--- config.mk ---
export PLATFORM = sky130hd
export DESIGN_NAME = result_lcd_pager
export DESIGN_NICKNAME = d
export VERILOG_FILES = /design/src/rtl/result_lcd_pkg.sv /design/src/rtl/result_lcd_pager_char_fmt.sv /design/src/rtl/result_lcd_pager.sv
export SDC_FILE = /design/constraint.sdc
export NUM_CORES = 1
export LEC_CHECK = 0
export ABC_AREA = 1
export BUFFER_PORTS_ARGS = -buffer_cell sky130_fd_sc_hd__clkbuf_2
export CAP_MARGIN = 15
export CORE_MARGIN = 8
export CORE_UTILIZATION = 50
export DETAILED_ROUTE_END_ITERATION = 6
export PLACE_DENSITY = 0.74
export SLEW_MARGIN = 25
export SYNTH_ARGS = -nofsm -noshare
export SYNTH_HDL_FRONTEND = slang
export SYNTH_SLANG_ARGS = --single-unit
export TNS_END_PERCENT = 30
--- constraint.sdc ---
create_clock -name sys_clk -period 9.5 [get_ports sys_clk]
set_input_delay 0.475 -clock sys_clk [delete_from_list [all_inputs] [get_ports sys_clk]]
set_output_delay 0.475 -clock sys_clk [all_outputs]
set_load 0.01 [all_outputs]
--- src/rtl/result_lcd_pkg.sv ---
// -----------------------------------------------------------------------------
// result_lcd_pkg
//   Shared definitions for the result-to-LCD1602 pager:
//     state_t          FSM state encoding (IDLE/CAPTURE/STREAM/WAIT_KEY)
//     ASCII_SPACE      pad character for cells past the end of the result
//     ASCII_DOT        substitute for non-printable raw bytes
//     nibble_to_ascii  4-bit value -> uppercase hex ASCII digit
// -----------------------------------------------------------------------------
package result_lcd_pkg;

    typedef enum logic [1:0] {
        ST_IDLE     = 2'd0,
        ST_CAPTURE  = 2'd1,
        ST_STREAM   = 2'd2,
        ST_WAIT_KEY = 2'd3
    } state_t;

    localparam logic [7:0] ASCII_SPACE = 8'h20;
    localparam logic [7:0] ASCII_DOT   = 8'h2E;

    function automatic logic [7:0] nibble_to_ascii(input logic [3:0] nib);
        if (nib < 4'd10) begin
            return 8'h30 + {4'h0, nib};
        end
        return 8'h37 + {4'h0, nib};
    endfunction

endpackage

--- src/rtl/result_lcd_pager_char_fmt.sv ---
// -----------------------------------------------------------------------------
// rlp_char_fmt (combinational)
//   Maps a captured result (shadow) plus an LCD cell position on a page to the
//   ASCII code shown in that cell.
//   Optional build macro: HEX_ASCII_EN
//     defined   : every byte shows as two uppercase hex chars, high nibble first
//     undefined : bytes shown raw, non-printables (<0x20, >0x7E) become '.'
//   Cells past the last result character are padded with spaces.
// Ports
//   shadow_i  in  NUM_BYTES*8  captured result, byte k = shadow_i[8k+7:8k]
//   page_i    in  PAGE_W       page being streamed
//   row_i     in  1            LCD row of the cell
//   col_i     in  4            LCD column of the cell
//   char_o    out 8            ASCII code for the cell
// -----------------------------------------------------------------------------
module rlp_char_fmt
    import result_lcd_pkg::*;
#(
    parameter int NUM_BYTES = 50,
    parameter int LCD_COLS  = 16,
    parameter int LCD_ROWS  = 2,
    parameter int PAGE_W    = 3
) (
    input  logic [NUM_BYTES*8-1:0] shadow_i,
    input  logic [PAGE_W-1:0]      page_i,
    input  logic                   row_i,
    input  logic [3:0]             col_i,
    output logic [7:0]             char_o
);

    localparam int PAGE_CHARS = LCD_COLS * LCD_ROWS;
`ifdef HEX_ASCII_EN
    localparam int TOTAL_CHARS = 2 * NUM_BYTES;
`else
    localparam int TOTAL_CHARS = NUM_BYTES;
`endif

    logic [15:0] char_idx;
    logic [15:0] byte_idx;
    logic [7:0]  byte_v;

    always_comb begin
        char_idx = 16'(page_i) * 16'(PAGE_CHARS) + 16'(row_i) * 16'(LCD_COLS) + 16'(col_i);
`ifdef HEX_ASCII_EN
        byte_idx = char_idx >> 1;
`else
        byte_idx = char_idx;
`endif
        // Explicit mux keeps the byte select in range even for pad cells.
        byte_v = ASCII_SPACE;
        for (int k = 0; k < NUM_BYTES; k++) begin
            if (byte_idx == 16'(k)) begin
                byte_v = shadow_i[k*8 +: 8];
            end
        end

        char_o = ASCII_SPACE;
        if (char_idx < 16'(TOTAL_CHARS)) begin
`ifdef HEX_ASCII_EN
            char_o = nibble_to_ascii(char_idx[0] ? byte_v[3:0] : byte_v[7:4]);
`else
            if ((byte_v < 8'h20) || (byte_v > 8'h7E)) begin
                char_o = ASCII_DOT;
            end else begin
                char_o = byte_v;
            end
`endif
        end
    end

endmodule

--- src/rtl/result_lcd_pager.sv ---
// -----------------------------------------------------------------------------
// result_lcd_pager
//   Captures the recognition result on each rising edge of done and streams it
//   to an LCD1602 driver as row/col/char writes over valid/ready, one page
//   (LCD_COLS*LCD_ROWS chars) at a time; next_page steps to the following page
//   (wrapping to page 0 after the last one).
//   Optional build macro: HEX_ASCII_EN (hex rendering, see rlp_char_fmt).
// Ports
//   sys_clk     in   1            system clock
//   sys_rst_n   in   1            asynchronous reset, active low
//   done        in   1            result-ready level; rising edge = new result
//   result      in   NUM_BYTES*8  result bus, sampled in the CAPTURE cycle
//   next_page   in   1            one-cycle pulse, honoured only while waiting
//   char_valid  out  1            character write request
//   char_ready  in   1            driver accepts when char_valid & char_ready
//   char_data   out  8            ASCII code
//   char_row    out  1            LCD row
//   char_col    out  4            LCD column
//   page_idx    out  3            page currently shown/streaming
//   busy        out  1            high while a page is streaming
// -----------------------------------------------------------------------------
module result_lcd_pager
    import result_lcd_pkg::*;
#(
    parameter int NUM_BYTES = 50,
    parameter int LCD_COLS  = 16,
    parameter int LCD_ROWS  = 2
) (
    input  logic                   sys_clk,
    input  logic                   sys_rst_n,
    input  logic                   done,
    input  logic [NUM_BYTES*8-1:0] result,
    input  logic                   next_page,
    output logic                   char_valid,
    input  logic                   char_ready,
    output logic [7:0]             char_data,
    output logic                   char_row,
    output logic [3:0]             char_col,
    output logic [2:0]             page_idx,
    output logic                   busy
);

    localparam int PAGE_CHARS = LCD_COLS * LCD_ROWS;
`ifdef HEX_ASCII_EN
    localparam int TOTAL_CHARS = 2 * NUM_BYTES;
`else
    localparam int TOTAL_CHARS = NUM_BYTES;
`endif
    localparam int NUM_PAGES = (TOTAL_CHARS + PAGE_CHARS - 1) / PAGE_CHARS;
    localparam logic [3:0] LAST_COL = 4'(LCD_COLS - 1);
    localparam logic       LAST_ROW = 1'(LCD_ROWS - 1);

    state_t                 state_q;
    logic                   done_q;
    logic                   pend_q;
    logic [NUM_BYTES*8-1:0] shadow_q;
    logic [2:0]             page_q;
    logic                   row_q;
    logic [3:0]             col_q;
    logic                   valid_q;
    logic                   busy_q;

    logic       done_rise_d;
    logic       last_char_d;
    logic [2:0] page_d;
    logic [7:0] fmt_char;

    assign done_rise_d = done & ~done_q;
    assign last_char_d = (row_q == LAST_ROW) && (col_q == LAST_COL);
    assign page_d      = (page_q == 3'(NUM_PAGES - 1)) ? 3'd0 : page_q + 3'd1;

    rlp_char_fmt #(
        .NUM_BYTES (NUM_BYTES),
        .LCD_COLS  (LCD_COLS),
        .LCD_ROWS  (LCD_ROWS),
        .PAGE_W    (3)
    ) u_fmt (
        .shadow_i (shadow_q),
        .page_i   (page_q),
        .row_i    (row_q),
        .col_i    (col_q),
        .char_o   (fmt_char)
    );

    always_ff @(posedge sys_clk or negedge sys_rst_n) begin
        if (!sys_rst_n) begin
            state_q  <= ST_IDLE;
            done_q   <= 1'b0;
            pend_q   <= 1'b0;
            shadow_q <= {NUM_BYTES{ASCII_SPACE}};
            page_q   <= 3'd0;
            row_q    <= 1'b0;
            col_q    <= 4'd0;
            valid_q  <= 1'b0;
            busy_q   <= 1'b0;
        end else begin
            done_q <= done;
            case (state_q)
                ST_IDLE: begin
                    if (done_rise_d) state_q <= ST_CAPTURE;
                end
                ST_CAPTURE: begin
                    shadow_q <= result;
                    page_q   <= 3'd0;
                    row_q    <= 1'b0;
                    col_q    <= 4'd0;
                    pend_q   <= 1'b0;
                    valid_q  <= 1'b1;
                    busy_q   <= 1'b1;
                    state_q  <= ST_STREAM;
                end
                ST_STREAM: begin
                    // A new result never interrupts a page; it is remembered
                    // and taken once the current page is complete.
                    if (done_rise_d) pend_q <= 1'b1;
                    if (valid_q && char_ready) begin
                        if (last_char_d) begin
                            valid_q <= 1'b0;
                            busy_q  <= 1'b0;
                            row_q   <= 1'b0;
                            col_q   <= 4'd0;
                            state_q <= (pend_q || done_rise_d) ? ST_CAPTURE : ST_WAIT_KEY;
                        end else if (col_q == LAST_COL) begin
                            col_q <= 4'd0;
                            row_q <= row_q + 1'b1;
                        end else begin
                            col_q <= col_q + 4'd1;
                        end
                    end
                end
                ST_WAIT_KEY: begin
                    if (done_rise_d) begin
                        state_q <= ST_CAPTURE;
                    end else if (next_page) begin
                        page_q  <= page_d;
                        valid_q <= 1'b1;
                        busy_q  <= 1'b1;
                        state_q <= ST_STREAM;
                    end
                end
                default: state_q <= ST_IDLE;
            endcase
        end
    end

    // Data bus idles at space whenever no write is being offered.
    assign char_valid = valid_q;
    assign char_data  = valid_q ? fmt_char : ASCII_SPACE;
    assign char_row   = row_q;
    assign char_col   = col_q;
    assign page_idx   = page_q;
    assign busy       = busy_q;

endmodule
==> run_results.csv, run 1 <==
group,metric,value,unit
min_path,min_path_type,"primary input to flip-flop",
yosys,netlist_instances,3091,
clocking,tritoncts,"yes",
floorplan,io_pins,423,
sta,period_share,72.5,%
placed_design,hpwl,49.4,mm
setup_path,crit_arrival,6.41,ns
sta,tightestPinTransition,0.961,ns
clocking,htree_levels,2,
placed_design,io_buffer_count,421,
detailed_routing,first_pass_iters,6,
global_routing,grt_max_degree,204,
detailed_routing,wl_per_cell,16.5,um
detailed_routing,vias,19800,
sta,grt_setup_unrepaired,"no",
run,maxCapViolCount,0,
floorplan,die_area,49000,um^2
clocking,cts_buffer_depth,3,
clocking,clock_latency,0.58,ns
detailed_routing,viasPerCell,4.91,
setup_path,path_class,"flip-flop to output pin",
global_routing,grt_use_met1,36.1,%
yosys,synth_area_per_cell,6.83,um^2
clocking,path_clk_slew,0.06,ns
finish,layout.area.seq,10400,um^2
floorplan,fp.dieW,221,um
clocking,ctsResizeCount,0,
floorplan,coreArea,41800,um^2
global_routing,grt_pass1_wl,106,mm
floorplan,die_h,221,um
sta,slew_headroom,35.4,%
detailed_routing,drcViolationCount,0,
outcome,run_status,"complete, no violations",
finish,syn_to_final_growth,18.7,%
yosys,synth_area_leaders,"dfrtp_1, nand2_1, dfstp_2",
setup_path,critPathSlowestCell,"nor2_2",
yosys,synth-edff-count,0,
clocking,root_buffer,"clkbuf_16",
setup_path,slowest_delay,0.46,ns
finish,fin_cells,4023,
floorplan,fp-row-count,75,
setup_path,crit_top_cell,"nand2_1",
power_and_ir_drop,vdd.ir_drop.worst,0.231,mV
finish,nFillCells,4002,
sta,timing.hold.ws,0.0632,ns
sta,drv_slew,0,
power_and_ir_drop,p_per_area,327,nW/um^2
setup_path,critPathRequiredTime,9.03,ns
global_routing,grt_pass1_vias,19900,
global_routing,grt_use_met2,42.9,%
sta,finalSetupViolCount,0,
floorplan,start_util,50.5,%
clocking,numCtsBuffers,45,
setup_path,end_kind,"output pin",
detailed_routing,drt-initial-drc-count,1678,
clocking,post_cts_buffers,0,
detailed_routing,antenna_left,0,
yosys,yosys_warnings,0,
sta,clock_skew,0.00939,ns
yosys,ys_ff_latch,413,
finish,nets,3856,
setup_path,start_kind,"flip-flop",
global_routing,grt-busiest-layer,"met2",
sta,period_needed,6.89,ns
detailed_routing,drt_wl_total,66.3,mm
global_routing,grt_use_met3,5.14,%
sta,max_freq,145,MHz
setup_path,r2r_setup_slack,6.77,ns
yosys,async_flop_share,100,%
global_routing,grt_remaining_overflow,0,
finish,final_layout_size_suffix_gt1_share,18.0,%
finish,multiInputGateArea,9140,um^2
clocking,numClockSinks,413,
yosys,synth_nets,3500,
global_routing,antenna_found_initial,3,
sta,hold_viol,0,
global_routing,grtUsageTotal,26.7,%
placed_design,dp.cells,3938,
placed_design,gp_congestion,0.890,
yosys,yosysUniqueCellTypes,39,
yosys,synth_top_area_cell,"dfrtp_1",
yosys,yosys.area.top_type_share,43.1,%
yosys,ys_seq_area_share,49.3,%
power_and_ir_drop,p_leak,14.3,nW
power_and_ir_drop,total_power,8.20,mW
sta,tns,0,ns
setup_path,cp_max_fo,9,
yosys,ys.flop_type,"dfrtp_1",
yosys,syn_area,21100,um^2
-- state kept, by name, indices dropped and copies added, names as in the netlist --
register and flops:
busy 1, char_col 4, char_row 1, done_q 1, page_idx 3, pend_q 1
shadow_q 400, state_q 2
-- cell usage after synthesis, types with 3 or more instances --
library cell and instances:
a21oi_1 61, inv_1 274, o21ai_0 102, buf_6 4
dfrtp_1 363, nor2_4 3, nor2_1 134, buf_2 6
nor2_2 10, nor3_1 7, nand2_2 3, inv_2 3
dfstp_2 50, clkbuf_1 111, nand3_1 56, or2_2 37
ha_1 4, o21ai_1 4, or2_0 3, nand2_1 1825
nand4_1 7, buf_4 3
-- routing by layer --
| layer | up-vias | part of all wire, % |
|---|---|---|
| met5 | - | 0.038 |
| met3 | 117 | 6.8 |
| li1 | 9948 | - |
| met2 | 684 | 46 |
| met1 | 8999 | 45 |
| met4 | 4 | 3.1 |
-- worst paths after layout --
| kind | from | end | cells past startpoint |
|---|---|---|---|
| hold / removal | done | done_q$_DFF_PN0_ | 1 |
| min in group asynchronous | sys_rst_n | shadow_q[38]$_DFFE_PN0P_ | 2 |
| setup / recovery | char_col[1]$_DFFE_PN0P_ | char_data[3] | 57 |
| setup reg to reg | state_q[0]$_DFFE_PN0P_ | shadow_q[199]$_DFFE_PN0P_ | 6 |
| max in group asynchronous | sys_rst_n | shadow_q[342]$_DFFE_PN0P_ | 4 |
| hold reg to reg | shadow_q[333]$_DFFE_PN1P_ | shadow_q[333]$_DFFE_PN1P_ | 2 |
-- metrics by stage --
stage	setup WS, ns	instance area [um^2]	util, %
3_3_place_gp	3.35	23500	56.3
2_1_floorplan	4.90	21100	-
4_1_cts	2.65	25000	59.9
3_5_place_dp	3.32	23500	56.3
6_report	2.61	25000	60.0
5_1_grt	2.00	25000	60.0
-- critical path, delay by kind of cell, from the launching register on --
kind,cells,cell delay (ns)
simple gates,50,4.24
buf+inv,4,0.55
flops,1,0.42
compound gates,2,0.36
fa+ha+maj,1,0.24
-- power breakdown --
part | total (mW) | switching (mW) | internal (mW) | leakage (nW)
logic | 3.18 | 2.17 | 1.01 | 8.57
clock network | 1.80 | 0.745 | 1.06 | 0.749
registers | 3.23 | 0.524 | 2.70 | 5.00
total | 8.20 | 3.44 | 4.77 | 14.3
-- placed cells by master (no fill, tap or decap), types with 2 or more instances in the layout --
cell           n
bufinv_16      3
nor2_4         4
clkbuf_8      13
nand2_1     1825
nand4_1        7
nor2_1       132
clkbuf_2     420
nor3_1         7
clkinvlp_4     5
buf_6          4
dfrtp_1      363
clkinv_2       9
xor2_1         2
a21oi_1       61
inv_2          3
nand3b_1       2
buf_4          8
clkbuf_1       4
o21ai_1        4
inv_6          3
nand3_1       56
ha_1           4
o31ai_1        2
o21ai_0      102
nand2_2        3
clkbuf_16     45
nor2_2        11
inv_1        273
dfstp_2       50
or2_0          3
or2_2         37
-- area by class of cell --
class | count | share of cell area [%]
sequential | 413 | 41.5
multi-input combinational | 2274 | 36.5
antenna | 1 | 0.00999
clock buffer | 62 | 5.27
tap | 539 | 2.69
inverter | 278 | 4.20
clock inverter | 21 | 0.829
timing repair buffer | 435 | 8.99
-- logic make-up after synthesis --
logic type / synth area share, %
simple gates: 38.6
xor+xnor: 0.0830
fa+ha+maj: 0.237
flops: 49.3
compound gates: 4.31
other cells: 0.0178
buf+inv: 7.42
-- timing repair --
| item | in CTS | in global routing |
|---|---|---|
| setup endpoints to repair | 0 | 0 |
| hold buffers | 1 | 0 |
| endpoints found under the hold margin | 73 | 0 |
(Power assumes the default switching activity.)
==> inputs of run 2 (changes only) <==
--- a/config.mk
+++ b/config.mk
@@ -11,7 +11,7 @@
 export CORE_MARGIN = 8
 export CORE_UTILIZATION = 50
 export DETAILED_ROUTE_END_ITERATION = 6
-export PLACE_DENSITY = 0.74
+export PLACE_DENSITY = 0.76
 export SLEW_MARGIN = 25
 export SYNTH_ARGS = -nofsm -noshare
 export SYNTH_HDL_FRONTEND = slang
==> constraint.sdc (replaced) <==
create_clock -name sys_clk -period 6 [get_ports sys_clk]
set_input_delay 0.3 -clock sys_clk [delete_from_list [all_inputs] [get_ports sys_clk]]
set_output_delay 0.3 -clock sys_clk [all_outputs]
set_load 0.01 [all_outputs]
==> run_results.csv, run 2 (synthesis gave the netlist of run 1 again) <==
group,metric,value,unit
outcome,run_status,"finished with violations",
outcome,violations,"setup timing",
floorplan,fp.dieW,221,um
detailed_routing,drt_wl_total,79.5,mm
global_routing,antenna_found_initial,18,
setup_path,end_kind,"output pin",
power_and_ir_drop,total_power,13.9,mW
setup_path,critical_path.top_delay_family,"simple AND/OR/NAND/NOR gates",
detailed_routing,vias,22900,
clocking,tritoncts,"yes",
finish,regMostFlops,"shadow_q",
floorplan,start_util,50.5,%
finish,final_layout_size_suffix_gt1_share,18.5,%
floorplan,io_pins,423,
detailed_routing,drcViolationCount,0,
run,maxCapViolCount,0,
finish,nets,4290,
sta,grt_setup_unrepaired,"yes",
finish,syn_to_final_growth,40.6,%
clocking,clock_latency,0.57,ns
min_path,holdPathStages,3,
setup_path,crit_arrival,5.82,ns
placed_design,hpwl,48.7,mm
finish,fin_util,71.0,%
setup_path,cp_max_fo,7,
power_and_ir_drop,vdd.ir_drop.worst,0.349,mV
floorplan,fp-row-count,75,
setup_path,path_class,"flip-flop to output pin",
sta,slew_headroom,15.6,%
setup_path,slowest_delay,0.46,ns
sta,max_freq,163,MHz
global_routing,grt_pass1_vias,23200,
setup_path,crit_top_cell,"nand2_1",
power_and_ir_drop,p_per_area,467,nW/um^2
sta,tightestPinTransition,1.27,ns
finish,layout_commonest_cell,"nand2_1",
detailed_routing,drt-initial-drc-count,2629,
global_routing,grtUsageTotal,31.4,%
setup_path,crit_cells,61,
clocking,root_buffer,"clkbuf_16",
sta,period_needed,6.12,ns
floorplan,coreArea,41800,um^2
detailed_routing,antenna_left,0,
setup_path,critPathBufInv,6,
floorplan,die_area,49000,um^2
sta,drv_slew,0,
setup_path,reg2reg_depth,6,
detailed_routing,wl_per_cell,17.8,um
placed_design,gp_congestion,0.910,
sta,clock_skew,0.0208,ns
sta,setup_slack,-0.121,ns
finish,largest_reg_flops,400,
min_path,min_path_type,"primary input to flip-flop",
detailed_routing,first_pass_iters,7,
finish,final_cell_mix,"nand2_1, clkbuf_2, dlygate4sd3_1",
setup_path,critPathRequiredTime,5.70,ns
power_and_ir_drop,p_leak,16.2,nW
detailed_routing,viasPerCell,5.12,
setup_path,start_kind,"flip-flop",
clocking,path_clk_slew,0.06,ns
clocking,htree_levels,2,
setup_path,critPathSlowestCell,"dfrtp_2",
clocking,numCtsBuffers,45,
global_routing,grt_remaining_overflow,0,
global_routing,grt_max_degree,240,
clocking,numClockSinks,413,
sta,period_share,102,%
floorplan,die_h,221,um
sta,finalSetupViolCount,6,
sta,hold_viol,0,
global_routing,grt_pass1_wl,124,mm
placed_design,io_buffer_count,421,
clocking,cts_buffer_depth,3,
==> run 2: report_power, final <==
| part | switching [mW] | leakage [nW] | internal (mW) |
|---|---|---|---|
| Clock | 1.18 | 0.733 | 1.70 |
| Sequential | 0.884 | 4.99 | 4.28 |
| Combinational | 3.84 | 10.5 | 1.96 |
| Total | 5.91 | 16.2 | 7.95 |
==> run 2: final timing paths <==
check,startpoint,endpoint,slack [ns]
max,char_col[0]$_DFFE_PN0P_,char_data[2],-0.12
min,result[200],shadow_q[200]$_DFFE_PN0P_,0.02
max reg2reg,state_q[0]$_DFFE_PN0P_,shadow_q[206]$_DFFE_PN0P_,2.79
min reg2reg,shadow_q[213]$_DFFE_PN1P_,shadow_q[213]$_DFFE_PN1P_,0.46
max in group asynchronous,sys_rst_n,shadow_q[140]$_DFFE_PN0P_,4.05
min in group asynchronous,sys_rst_n,shadow_q[35]$_DFFE_PN0P_,0.35
==> run 2: area by class of cell <==
cell class / count / area [um^2]
Inverter: 278 / 1060
Multi-Input combinational cell: 2275 / 9460
Clock inverter: 17 / 229
Sequential cell: 413 / 10400
Antenna cell: 18 / 45.0
Clock buffer: 64 / 1280
Timing Repair Buffer: 868 / 6510
Fill cell: 3081 / 12100
Tap cell: 539 / 674
==> run 2: per-stage QoR <==
| stage | setup slack (ns) | TNS [ns] | instances | cell area [um^2] | hold WS [ns] |
|---|---|---|---|---|---|
| 2_1_floorplan | 1.57 | 0 | 3091 | 21100 | 0.00441 |
| 3_3_place_gp | 0.392 | 0 | 3955 | 23600 | 0.424 |
| 3_5_place_dp | 0.340 | 0 | 3955 | 23600 | 0.436 |
| 4_1_cts | 0.00582 | 0 | 4440 | 29300 | 0.000695 |
| 5_1_grt | -0.677 | -4.13 | 4472 | 29700 | 0.0188 |
| 6_report | -0.121 | -0.406 | 4472 | 29700 | 0.0176 |
==> run 2: layer usage <==
layer	GRT usage, %	vias up	share of wire, %	wire length, um
met5	0	-	0.021	17
met3	5.77	285	7.5	5940
met1	38.6	10600	40	31500
li1	-	10800	-	-
met4	16.4	2	5.3	4240
met2	52.3	1212	48	37800
==> run 2: tightest hold or removal path, delay by kind of cell <==
family | cells | cell delay [ns]
buffers and inverters | 1 | 0.13
and+or+nand+nor | 2 | 0.13
==> run 2: timing repair <==
action | in CTS | in global routing
resized for setup | 30 | 69
hold endpoints to repair | 490 | 0
cloned | 1 | 0
pin swaps | 10 | 22
buffers inserted | 11 | 14
hold buffers | 392 | 0
endpoints found under the setup margin | 7 | 7
